### src/rtl/vc_switch_bank.sv
// Bank of independent hysteretic voltage-controlled switches with debounce (HOLD) and force override.
// One-cycle latency from sample to sw_on/toggled; no backpressure, one sample per cycle.
module vc_switch_bank #(
  parameter int CHANNELS = 4,
  parameter int WIDTH    = 12,
  parameter int VT       = 0,
  parameter int VH       = 1,
  parameter int HOLD     = 2
) (
  input  logic                      clk,
  input  logic                      rst_n,
  input  logic                      in_valid,
  input  logic [CHANNELS*WIDTH-1:0] in_v,
  input  logic [CHANNELS-1:0]       force_en,
  input  logic [CHANNELS-1:0]       force_val,
  output logic [CHANNELS-1:0]       sw_on,
  output logic [CHANNELS-1:0]       toggled,
  output logic                      out_valid
);

  typedef enum logic [1:0] {S_OFF, S_PEND_ON, S_ON, S_PEND_OFF} state_t;

  // Two guard bits keep VT+/-VH exact even at the extremes of the sample range.
  localparam int LW   = WIDTH + 2;
  localparam int HI_I = VT + VH;
  localparam int LO_I = VT - VH;
  localparam logic signed [LW-1:0] HI = LW'(HI_I);
  localparam logic signed [LW-1:0] LO = LW'(LO_I);
  localparam logic [3:0] HOLD_C = 4'(HOLD);

  logic [CHANNELS-1:0] sw_d;
  logic [CHANNELS-1:0] toggled_q;
  logic                out_valid_q;

  for (genvar i = 0; i < CHANNELS; i++) begin : g_ch
    logic signed [LW-1:0] v;
    logic                 above;
    logic                 below;
    state_t               st_q, st_d;
    logic [3:0]           cnt_q, cnt_d;
    logic [3:0]           cnt_inc;

    assign v       = LW'($signed(in_v[i*WIDTH +: WIDTH]));
    assign above   = v > HI;
    assign below   = v < LO;
    assign cnt_inc = cnt_q + 4'd1;

    always_comb begin
      st_d  = st_q;
      cnt_d = cnt_q;
      if (force_en[i]) begin
        st_d  = force_val[i] ? S_ON : S_OFF;
        cnt_d = 4'd0;
      end else if (in_valid) begin
        case (st_q)
          S_OFF: begin
            if (above) begin
              if (HOLD_C == 4'd1) begin
                st_d = S_ON;
              end else begin
                st_d  = S_PEND_ON;
                cnt_d = 4'd1;
              end
            end
          end
          S_PEND_ON: begin
            if (!above) begin
              st_d  = S_OFF;
              cnt_d = 4'd0;
            end else if (cnt_inc == HOLD_C) begin
              st_d  = S_ON;
              cnt_d = 4'd0;
            end else begin
              cnt_d = cnt_inc;
            end
          end
          S_ON: begin
            if (below) begin
              if (HOLD_C == 4'd1) begin
                st_d = S_OFF;
              end else begin
                st_d  = S_PEND_OFF;
                cnt_d = 4'd1;
              end
            end
          end
          S_PEND_OFF: begin
            if (!below) begin
              st_d  = S_ON;
              cnt_d = 4'd0;
            end else if (cnt_inc == HOLD_C) begin
              st_d  = S_OFF;
              cnt_d = 4'd0;
            end else begin
              cnt_d = cnt_inc;
            end
          end
          default: begin
            st_d  = S_OFF;
            cnt_d = 4'd0;
          end
        endcase
      end
    end

    always_ff @(posedge clk or negedge rst_n) begin
      if (!rst_n) begin
        st_q  <= S_OFF;
        cnt_q <= 4'd0;
      end else begin
        st_q  <= st_d;
        cnt_q <= cnt_d;
      end
    end

    assign sw_on[i] = (st_q == S_ON) || (st_q == S_PEND_OFF);
    assign sw_d[i]  = (st_d == S_ON) || (st_d == S_PEND_OFF);
  end

  always_ff @(posedge clk or negedge rst_n) begin
    if (!rst_n) begin
      toggled_q   <= '0;
      out_valid_q <= 1'b0;
    end else begin
      toggled_q   <= sw_d ^ sw_on;
      out_valid_q <= in_valid;
    end
  end

  assign toggled   = toggled_q;
  assign out_valid = out_valid_q;

endmodule

### config.mk
export PLATFORM = sky130hd
export DESIGN_NAME = vc_switch_bank
export DESIGN_NICKNAME = d
export VERILOG_FILES = /design/src/rtl/vc_switch_bank.sv
export SDC_FILE = /design/constraint.sdc
export NUM_CORES = 1
export LEC_CHECK = 0
export CORE_ASPECT_RATIO = 1.75
export CORE_UTILIZATION = 45
export CTS_CLUSTER_DIAMETER = 100
export DETAILED_ROUTE_END_ITERATION = 10
export DONT_BUFFER_PORTS = 1
export GPL_ROUTABILITY_DRIVEN = 0
export GPL_TIMING_DRIVEN = 0
export SETUP_SLACK_MARGIN = 0.05
export SYNTH_ARGS = -nofsm -noshare
export SYNTH_HDL_FRONTEND = slang
export SYNTH_SLANG_ARGS = --single-unit
### constraint.sdc
create_clock -name clk -period 3.8 [get_ports clk]
set_input_delay 0.57 -clock clk [delete_from_list [all_inputs] [get_ports clk]]
set_output_delay 0.57 -clock clk [all_outputs]
set_load 0.02 [all_outputs]
# Word level (Yosys, flattened, before mapping)

Index checks and enable logic that the tools add are counted.

Register bits: 29
Input port bits: 59

Add/sub/neg operators: 4
$lt $le $gt $ge: 8
Equal/unequal tests: 32
Muxes and demuxes: 72
Bitwise operators: 1
Reductions and logical operators: 20

Operator list:

| cell                                                                              | number |
|---|---|
| 4-bit 2-to-1 mux                                                                  | 28 |
| 2-bit 2-to-1 mux                                                                  | 36 |
| 4-bit one-hot mux with 4 select lines                                             | 4 |
| 12-bit by 2-bit greater-than comparator with 1-bit output (second input constant) | 4 |
| 12-bit by 1-bit < comparator with 1-bit output (second input constant)            | 4 |
| 2-bit == test (second input constant)                                             | 16 |
| 2-bit one-hot mux with 4 select lines                                             | 4 |
| 3-bit inequality test (second input constant)                                     | 8 |
| 4-bit by 1-bit adder with 4-bit output (second input constant)                    | 4 |
| 4-bit by 2-bit == test with 1-bit output (second input constant)                  | 4 |
| 3-bit AND reduction                                                               | 4 |
| 2-bit by 1-bit == test with 1-bit output (second input constant)                  | 4 |
| 2-bit zero test                                                                   | 4 |
| 1-bit logical OR                                                                  | 8 |
| 2-bit nonzero test                                                                | 4 |
| 4-bit XOR                                                                         | 1 |

# Logic depth before layout (Yosys ltp)

Gate-level depths: netlist of the first run.

Word-level depth: 10
Depth in mapped cells: 6
Depth with buffers taken out: 6

# Least setup slack after synthesis of the first run

No wires, ideal clock.

Kind: register to register
Start: register g_ch[2].cnt_q[0]
End: register toggled_q[2] (netlist: toggled[2])
Library setup time: 86 ps
Data arrival time: 1706 ps
Required time: 3714 ps
Path slack: 2008 ps
Stages on the path, launching flop included: 6
Path through: dfrtp_1 > ha_1 > nor4b_2 > a31oi_4 > or4_1 > a32oi_1

Longest elaborated chain between the ends: 10
Elaborated cells on any way between the ends: 13
Those cells by class: 1 x add/sub; 3 x eq/ne; 7 x mux; 1 x bitwise; 1 x reduce/logical

Ends and longest elaborated chain:

| what                                       | line   | source |
|---|---|---|
| start: declaration                         | 40     | `logic [3:0] cnt_q, cnt_d;` |
| start signal: assignment                   | 112    | `cnt_q <= cnt_d;` |
| 4-bit by 1-bit adder with 4-bit output *   | 46     | `assign cnt_inc = cnt_q + 4'd1;` |
| 4-bit by 2-bit == test with 1-bit output * | 70, 91 |  |
| 2-bit 2-to-1 mux (on tied branches)        | 91, 70 |  |
| 2-bit 2-to-1 mux (on tied branches)        | 88, 67 |  |
| 2-bit one-hot mux with 4 select lines *    | 55     | `case (st_q)` |
| 2-bit 2-to-1 mux *                         | 54     | `end else if (in_valid) begin` |
| 2-bit 2-to-1 mux *                         | 51     | `if (force_en[i]) begin` |
| 2-bit == test                              | 117    | `assign sw_d[i] = (st_d == S_ON) \|\| (st_d == S_PEND_OFF);` |
| 1-bit logical OR *                         | 117    |  |
| 4-bit XOR *                                | 125    | `toggled_q <= sw_d ^ sw_on;` |
| end signal: assignment                     | 125    |  |
| end: declaration                           | 32     | `logic [CHANNELS-1:0] toggled_q;` |

Mark *: on every way between the ends. The rest lies on a longest branch, timed or not.
A chain may end at the register's enable or synchronous reset.

# Worst setup path in the final report of the first run

Same ends and word-level chain as after synthesis.

==> results.yml, run 1 <==
setup_path:
  path_cells: "ha_1 > nor4b_2 > a31oi_4 > or4_1 > a32oi_1"
  cp_slowest_stage_delay_ps: 490
  path_buf_inv: 0
  cp_top_family: "simple AND/OR/NAND/NOR gates"
  slowest_stage: "or4_1"
  cp-end-kind: "register"
  crit_required_ps: 3990
  cp_max_fo: 8
  crit_arrival_ps: 2190
  start_kind: "register"
  crit_type: "register to register"
power:
  powerDensity_nw_per_um2: 338
  clkPwrFrac_pct: 40.4
  pwr-share-seq_pct: 42.5
  p_leak_nw: 0.933
  ir_drop_mv: 0.230
  switching_share_pct: 28.0
  internal_power_uw: 596
  power_frac_comb_pct: 17.1
  total_power_uw: 828
  p_switching_uw: 232
synthesis:
  ys_top_cells_by_area: "dfrtp_1 32%, ha_1 4.5%, inv_1 2.8%"
  yosys.cell_types.count: 63
  synth-seq-area-share_pct: 32.3
  synth.most_common_cell: "dfrtp_1"
  synth.avg_cell_area_um2: 8.95
  yosys_warnings: 0
  yosys-top-cells-count: "29 x dfrtp_1, 17 x inv_1, 15 x nand2_1, 12 x a21oi_1, 11 x nor2_1"
  async_flop_share_pct: 100
  synth.largest_area_cell: "dfrtp_1"
  synth_edf_count: 0
  syn_area_um2: 2250
  synth_fp_nets: 318
  netlist_instances: 251
  ys.flop_type: "dfrtp_1"
  ys_seq_elements: 29
  netlist.area_leader.share_pct: 32.3
timing:
  skew_ps: 8.05
  finalHoldViolations: 0
  setup_violations: 0
  fmax_mhz: 500
  report.final.slew_viol_count: 0
  fin_crit_ps: 2000
  maxSlewHeadroom_pct: 59.3
  rsz0062_at_grt: "false"
  fin_tns_setup_ps: 0
  holdWs_ps: 110
  tightest_slew_ps: 606
  period_share_pct: 52.6
clock_tree:
  cts_root_buffer: "clkbuf_8"
  cts_tree: "done"
  clk_path_buf_depth: 2
  cts_setup_buffers: 0
  h-tree-depth: 2
  cts_buffers: 5
  clk_pin_slew_worst_paths_ps: 70
  cts_sinks: 29
  cts_resized: 0
  worstSkewPairLatency_ps: 280
status:
  status: "complete, no violations"
global_route:
  grt_max_degree: 30
  grt_pass1_wl_mm: 8.59
  antenna_found_initial: 0
  grt_pass1_vias: 1969
  grt_util_all_layers_pct: 20.5
  grt_remaining_overflow: 0
route:
  vias: 2100
  finalWirelength_mm: 5.26
  drc: 0
  via_per_inst: 6.73
  drt-wirelength-per-cell_um: 16.8
  first_pass_iters: 4
  dr.first_iter.drc_count: 41
  drtAntennaViolNets: 0
floorplanning:
  die_w_um: 55.4
  fp.dieArea_um2: 5290
  core_um2: 4750
  die_h_um: 95.5
  rows: 33
  start_util_pct: 47.3
  ios: 68
place:
  placed_cell_area_um2: 2310
  portBuffers: 0
  hpwl_mm: 3.98
final_layout:
  area_growth_pct: 8.97
  fillers: 458
  final_area_um2: 2450
  nNetsFinal: 326
  drive_gt1_share_pct: 13.5
  antenna-diode-count: 0
  final_util_pct: 51.5
run:
  cap_violations: 0
min_path:
  hold_path_class: "input port to async pin"
## path summary, 6_finish.rpt
kind	from	end	slack, ps	depth (start not counted)
setup / recovery	g_ch[2].cnt_q[0]	toggled[2]	1800	5
hold / removal	rst_n	g_ch[1].st_q[1]	110	1
setup reg to reg	g_ch[2].cnt_q[0]	toggled[2]	1800	5
hold reg to reg	g_ch[2].st_q[0]	g_ch[2].cnt_q[0]	580	1
max in group asynchronous	rst_n	g_ch[2].cnt_q[2]	3510	1
min in group clk	in_valid	out_valid	320	0
## metrics by stage
step | std cells | setup slack [ps]
5_1_grt | 312 | 1720
3_3_place_gp | 303 | 1700
2_1_floorplan | 251 | 2010
4_1_cts | 312 | 1780
6_report | 312 | 1800
3_5_place_dp | 303 | 1710
## state kept, by name (all words and copies together) (netlist names)
signal      count
g_ch.cnt_q     16
toggled         4
g_ch.st_q       8
out_valid       1
## power groups by stage
stage | registers (mW) | clock network, mW | logic [mW]
after global routing | 0.355 | 0.349 | 0.159
after floorplan | 0.352 | 0 | 0.109
after global placement | 0.358 | 0 | 0.132
final | 0.352 | 0.335 | 0.142
after detailed placement | 0.358 | 0 | 0.133
after CTS | 0.352 | 0.342 | 0.143
## what timing repair did
| action | CTS | global route |
|---|---|---|
| endpoints found under the hold margin | 29 | 0 |
| hold buffers | 1 | 0 |
| endpoints found under the setup margin | 0 | 0 |
## layout by cell type, fill, tap and decap left out, types with 3 or more instances in the layout
master / netlist / final
and3_1: 7 / 7
inv_1: 17 / 17
buf_1: 3 / 3
nand3b_1: 4 / 4
nor2b_1: 3 / 3
nor3_1: 4 / 4
clkbuf_8: 0 / 6
nand4_1: 5 / 5
nand3_1: 9 / 9
a31oi_1: 8 / 8
dfrtp_1: 29 / 29
a22o_1: 3 / 3
o2bb2ai_1: 4 / 4
o22ai_1: 3 / 3
nor2_1: 11 / 11
and4_1: 4 / 4
a211oi_1: 3 / 3
a21oi_1: 12 / 12
a32oi_1: 4 / 4
a31o_2: 3 / 3
o21ai_0: 8 / 8
o32ai_1: 3 / 3
clkbuf_1: 7 / 8
nand2b_1: 3 / 3
ha_1: 8 / 8
a21bo_2: 5 / 5
nor4_1: 9 / 9
nand2_1: 15 / 15
nor4b_1: 4 / 4
o31ai_1: 3 / 3
or2_2: 5 / 5
o41ai_1: 3 / 3
## final cells by class
type | count | area, um2 | area share (%)
sequential | 29 | 726 | 29.7
clock inverter | 1 | 30.0 | 1.23
clock buffer | 7 | 86.3 | 3.53
tap | 52 | 65.1 | 2.66
buffer | 13 | 63.8 | 2.61
multi-input combinational | 190 | 1390 | 56.6
timing repair buffer | 1 | 20.0 | 0.818
inverter | 19 | 71.3 | 2.91
## cells by family (layout without fill, tap and decap cells)
family | Yosys count | after routing | share of synthesized area, %
and+or+nand+nor | 89 | 89 | 23.2
AOI/OAI and AO/OA | 87 | 87 | 31.4
buffers and inverters | 32 | 41 | 6.02
DFF | 29 | 29 | 32.3
adders and majority gates | 8 | 8 | 4.46
muxes | 4 | 4 | 1.89
xor gates and xnor gates | 2 | 2 | 0.780
## per-layer routing
layer  track usage [%]  share of wire [%]  vias up
li1                  -                  -     1007
met1              21.2                 40     1010
met2              40.5                 55       76
met3              3.39                4.1        7
met4              7.50                1.2        0
met5                 0                  0        -
Note: power is estimated with default switching activity, not from simulation.
==> run 2: changes to the inputs <==
- clock period: 3.8 -> 1.95 ns (I/O delays scaled with it)
==> run 2 against run 1 <==
Hold slack worse by 73 ps. Clock power increased by 95%. Clock skew grew 0.80 ps. Critical endpoint is now g_ch[2].cnt_q[1]. Flip-flop and latch count did not move.
==> results.yml, run 2 (same netlist as run 1, synthesis figures left out) <==
status:
  status: "complete, no violations"
route:
  drt-wirelength-per-cell_um: 16.9
  via_per_inst: 6.68
  drc: 0
  drtAntennaViolNets: 0
  vias: 2110
  finalWirelength_mm: 5.34
  dr.first_iter.drc_count: 51
  first_pass_iters: 4
setup_path:
  cp_top_family: "simple AND/OR/NAND/NOR gates"
  path_cells: "inv_1 > ha_1 > and3_1 > a31oi_4 > or4b_1 > o22ai_1"
  ff2ff_path_depth: 6
  crit_type: "register to register"
  path_buf_inv: 1
  cp-end-kind: "register"
  slowest_stage: "or4b_1"
  cp_slowest_stage_delay_ps: 470
  crit_cells: 6
  crit_arrival_ps: 2010
  cp_max_fo: 5
  start_kind: "register"
  crit_required_ps: 2140
final_layout:
  largest-register: "g_ch.cnt_q"
  antenna-diode-count: 0
  largest_reg_flops: 16
  fillers: 451
  drive_gt1_share_pct: 16.3
  layout_commonest_cell: "dfrtp_1"
  area_growth_pct: 11.9
  nNetsFinal: 330
  mostFrequentLayoutCells: "28 x dfrtp_1, 17 x inv_1, 15 x nand2_1"
timing:
  setup_violations: 0
  fmax_mhz: 548
  maxSlewHeadroom_pct: 60.0
  report.final.slew_viol_count: 0
  tightest_slew_ps: 597
  holdWs_ps: 37.5
  period_share_pct: 93.6
  rsz0062_at_grt: "false"
  fin_crit_ps: 1830
  finalHoldViolations: 0
  skew_ps: 8.85
floorplanning:
  rows: 33
  start_util_pct: 47.3
  fp.dieArea_um2: 5290
  die_h_um: 95.5
  die_w_um: 55.4
  core_um2: 4750
  ios: 68
clock_tree:
  h-tree-depth: 2
  clk_path_buf_depth: 2
  worstSkewPairLatency_ps: 280
  cts_buffers: 5
  cts_root_buffer: "clkbuf_8"
  cts_sinks: 29
  clk_pin_slew_worst_paths_ps: 70
  cts_tree: "done"
power:
  ir_drop_mv: 0.448
  total_power_mw: 1.63
  p_leak_nw: 0.960
  powerDensity_nw_per_um2: 649
min_path:
  min_path_cells: 0
  hold_path_class: "input port to register"
global_route:
  grt_pass1_wl_mm: 8.67
  grt_max_degree: 30
  grt_pass1_vias: 1988
  grt_remaining_overflow: 0
  grt_util_all_layers_pct: 20.6
  antenna_found_initial: 0
place:
  hpwl_mm: 3.98
  portBuffers: 0
run:
  cap_violations: 0
run 2: final timing paths:
path / start / endpoint / slack [ps]
hold / removal: in_valid / out_valid / 40
max in group asynchronous: rst_n / g_ch[2].cnt_q[0] / 1290
hold reg to reg: g_ch[2].st_q[0] / g_ch[2].cnt_q[0] / 580
setup / recovery: g_ch[2].cnt_q[1] / g_ch[2].cnt_q[1] / 120
min in group asynchronous: rst_n / g_ch[1].st_q[1] / 470
setup reg to reg: g_ch[2].cnt_q[1] / g_ch[2].cnt_q[1] / 120
run 2: worst reg2reg max path: stages (launching register included):
cell and delay, ps:
dfrtp_1 420, inv_1 80, ha_1 200, and3_1 210, a31oi_4 190, or4b_1 470, o22ai_1 170
run 2: cell type report:
| cell class | instances | area, um2 | share of cell area, % |
|---|---|---|---|
| multi-input cells | 190 | 1420 | 56.4 |
| flip-flops and latches | 29 | 727 | 28.9 |
| clock buffers | 7 | 86.3 | 3.44 |
| inverters | 19 | 71.3 | 2.84 |
| well taps | 52 | 65.1 | 2.59 |
| plain buffers | 13 | 63.8 | 2.54 |
| repair buffers | 5 | 52.6 | 2.09 |
| clock inverters | 1 | 30.0 | 1.20 |
run 2: layer usage:
layer	part of all wire [%]	global-route usage, %	vias up
met2	56	40.8	65
met4	1.1	7.50	0
met1	39	21.2	1025
met5	0	0	-
li1	-	-	1015
met3	3.9	3.53	5
run 2: repair_timing:
action                     in CTS  in global routing
buffers inserted                1                  2
gates resized for setup         3                  3
setup endpoints to repair       4                  4
hold endpoints to repair       29                  0
gates cloned                    0                  0
pin swaps                       2                  0
hold buffers                    2                  0
run 2: power breakdown:
| group | total [mW] | internal [mW] | switching (mW) | leakage, nW |
|---|---|---|---|---|
| Clock | 0.653 | 0.416 | 0.237 | 0.0585 |
| Sequential | 0.685 | 0.634 | 0.0513 | 0.378 |
| Combinational | 0.293 | 0.124 | 0.170 | 0.523 |
run 2: through the flow:
step	utilization [%]	setup slack, ps	TNS (ps)	std cells	instance area, um2
final	52.9	125	0	316	2510
after global routing	52.9	54.0	0	316	2510
after CTS	52.3	52.9	0	314	2480
after detailed placement	48.7	-53.0	-53.0	303	2310
after global placement	48.7	-23.5	-23.5	303	2310
after floorplan	-	158	0	251	2250
==> run 3: changes to the inputs <==
- CORE_ASPECT_RATIO: 1.75 -> 1.2
- MAX_ROUTING_LAYER: default -> met4
- RECOVER_POWER: default -> 25
==> run 3 against run 2 <==
Flip-flop and latch count unchanged. Wire length decreased by 4.4%. Hold slack improved by 4.7 ps. Critical path depth decreased by 1. Sequential share of layout area increased by 0.53 points.
==> results.yml, run 3 (same netlist as run 1, synthesis figures left out) <==
status:
  status: "complete, no violations"
floorplanning:
  die_h_um: 79.4
  ios: 68
  fp.dieArea_um2: 5280
  rows: 27
  start_util_pct: 47.8
  core_um2: 4700
  die_w_um: 66.5
clock_tree:
  cts_sinks: 29
  clk_path_buf_depth: 2
  clk_pin_slew_worst_paths_ps: 60
  cts_root_buffer: "clkbuf_8"
  worstSkewPairLatency_ps: 270
  cts_tree: "done"
  h-tree-depth: 2
  cts_buffers: 5
final_layout:
  largest_reg_flops: 16
  mostFrequentLayoutCells: "28 x dfrtp_1, 17 x inv_1, 15 x nand2_1"
  layout_commonest_cell: "dfrtp_1"
  antenna-diode-count: 0
  area_growth_pct: 9.86
  fillers: 445
  largest-register: "g_ch.cnt_q"
  nNetsFinal: 329
  drive_gt1_share_pct: 15.6
route:
  dr.first_iter.drc_count: 94
  first_pass_iters: 4
  via_per_inst: 6.39
  vias: 2045
  drtAntennaViolNets: 0
  finalWirelength_mm: 5.11
  drt-wirelength-per-cell_um: 16.0
  drc: 0
global_route:
  grt_util_all_layers_pct: 21.3
  grt_remaining_overflow: 0
  grt_pass1_vias: 1871
  grt_pass1_wl_mm: 8.45
  grt_max_degree: 30
  antenna_found_initial: 0
power:
  powerDensity_nw_per_um2: 598
  switching_share_pct: 30.1
  power_frac_comb_pct: 19.2
  internal_power_mw: 1.03
  pwr-share-seq_pct: 46.6
  p_switching_uw: 444
  ir_drop_mv: 0.343
  p_leak_nw: 0.934
  total_power_mw: 1.47
  clkPwrFrac_pct: 34.3
min_path:
  hold_path_class: "input port to register"
timing:
  finalHoldViolations: 0
  fin_crit_ps: 1840
  tightest_slew_ps: 743
  holdWs_ps: 42.2
  fmax_mhz: 544
  setup_violations: 0
  skew_ps: 2.24
  report.final.slew_viol_count: 0
  period_share_pct: 94.3
  maxSlewHeadroom_pct: 50.5
  rsz0062_at_grt: "true"
run:
  cap_violations: 0
setup_path:
  cp_slowest_stage_delay_ps: 490
  crit_arrival_ps: 2030
  slowest_stage: "or4_1"
  path_cells: "ha_2 > nor4b_4 > a31oi_4 > or4_1 > a32oi_1"
  cp-end-kind: "register"
  cp_max_fo: 8
  crit_type: "register to register"
  crit_required_ps: 2140
  path_buf_inv: 0
  start_kind: "register"
  cp_top_family: "simple AND/OR/NAND/NOR gates"
place:
  hpwl_mm: 3.72
  portBuffers: 0
## run 3: worst paths after layout
| check | startpoint | endpoint | slack (ps) | cells after the start |
|---|---|---|---|---|
| setup reg to reg | g_ch[2].cnt_q[0] | toggled[2] | 110 | 5 |
| hold / removal | in_valid | out_valid | 40 | 0 |
| hold reg to reg | g_ch[2].st_q[0] | g_ch[2].cnt_q[0] | 560 | 1 |
| min in group asynchronous | rst_n | g_ch[1].cnt_q[0] | 640 | 2 |
| max in group asynchronous | rst_n | g_ch[2].cnt_q[0] | 790 | 2 |
| setup / recovery | g_ch[2].cnt_q[0] | toggled[2] | 110 | 5 |
## run 3: worst register-to-register path: cells and delay by family, from the launching register on
family | cells | cell delay [ps]
DFF | 1 | 460
and+or+nand+nor | 2 | 810
AOI/OAI and AO/OA | 2 | 250
adders and majority gates | 1 | 240
## run 3: repair_timing
action,in CTS,in global routing
resized for setup,2,4
endpoints found under the setup margin,1,7
hold buffers,2,0
buffers inserted,0,2
endpoints found under the hold margin,29,0
pin swaps,0,2
## run 3: routing by layer
metal  GRT usage (%)  share of wire (%)  vias up
li1                -                  -     1013
met1            27.6                 46      958
met2            32.2                 46       65
met3            5.43                6.3        9
met4            6.81                1.5        0
met5               -                  0        -
## run 3: metrics by stage
step                      util [%]  worst slack [ps]  area (um2)  setup TNS, ps  cells
after floorplan                  -               158        2250              0    251
after global placement        49.4             -3.26        2320          -3.26    309
after detailed placement      49.4              21.2        2320              0    309
after CTS                     52.1              57.7        2440              0    318
after global routing          52.5              30.5        2470              0    320
final                         52.5               111        2470              0    320
## run 3: layout make-up
cell class	instances	area (um2)	share of cell area, %
multi-input cells	190	1420	57.4
flip-flops and latches	29	727	29.5
clock buffers	7	86.3	3.50
well taps	58	72.6	2.94
inverters	19	71.3	2.89
plain buffers	13	63.8	2.59
repair buffers	4	30.0	1.22
## run 3: power groups by stage
stage	logic, mW	clock network [mW]	registers [mW]
global placement	0.255	0	0.698
detailed placement	0.259	0	0.696
global route	0.317	0.549	0.692
floorplan	0.213	0	0.687
CTS	0.281	0.519	0.687
finish	0.283	0.505	0.687
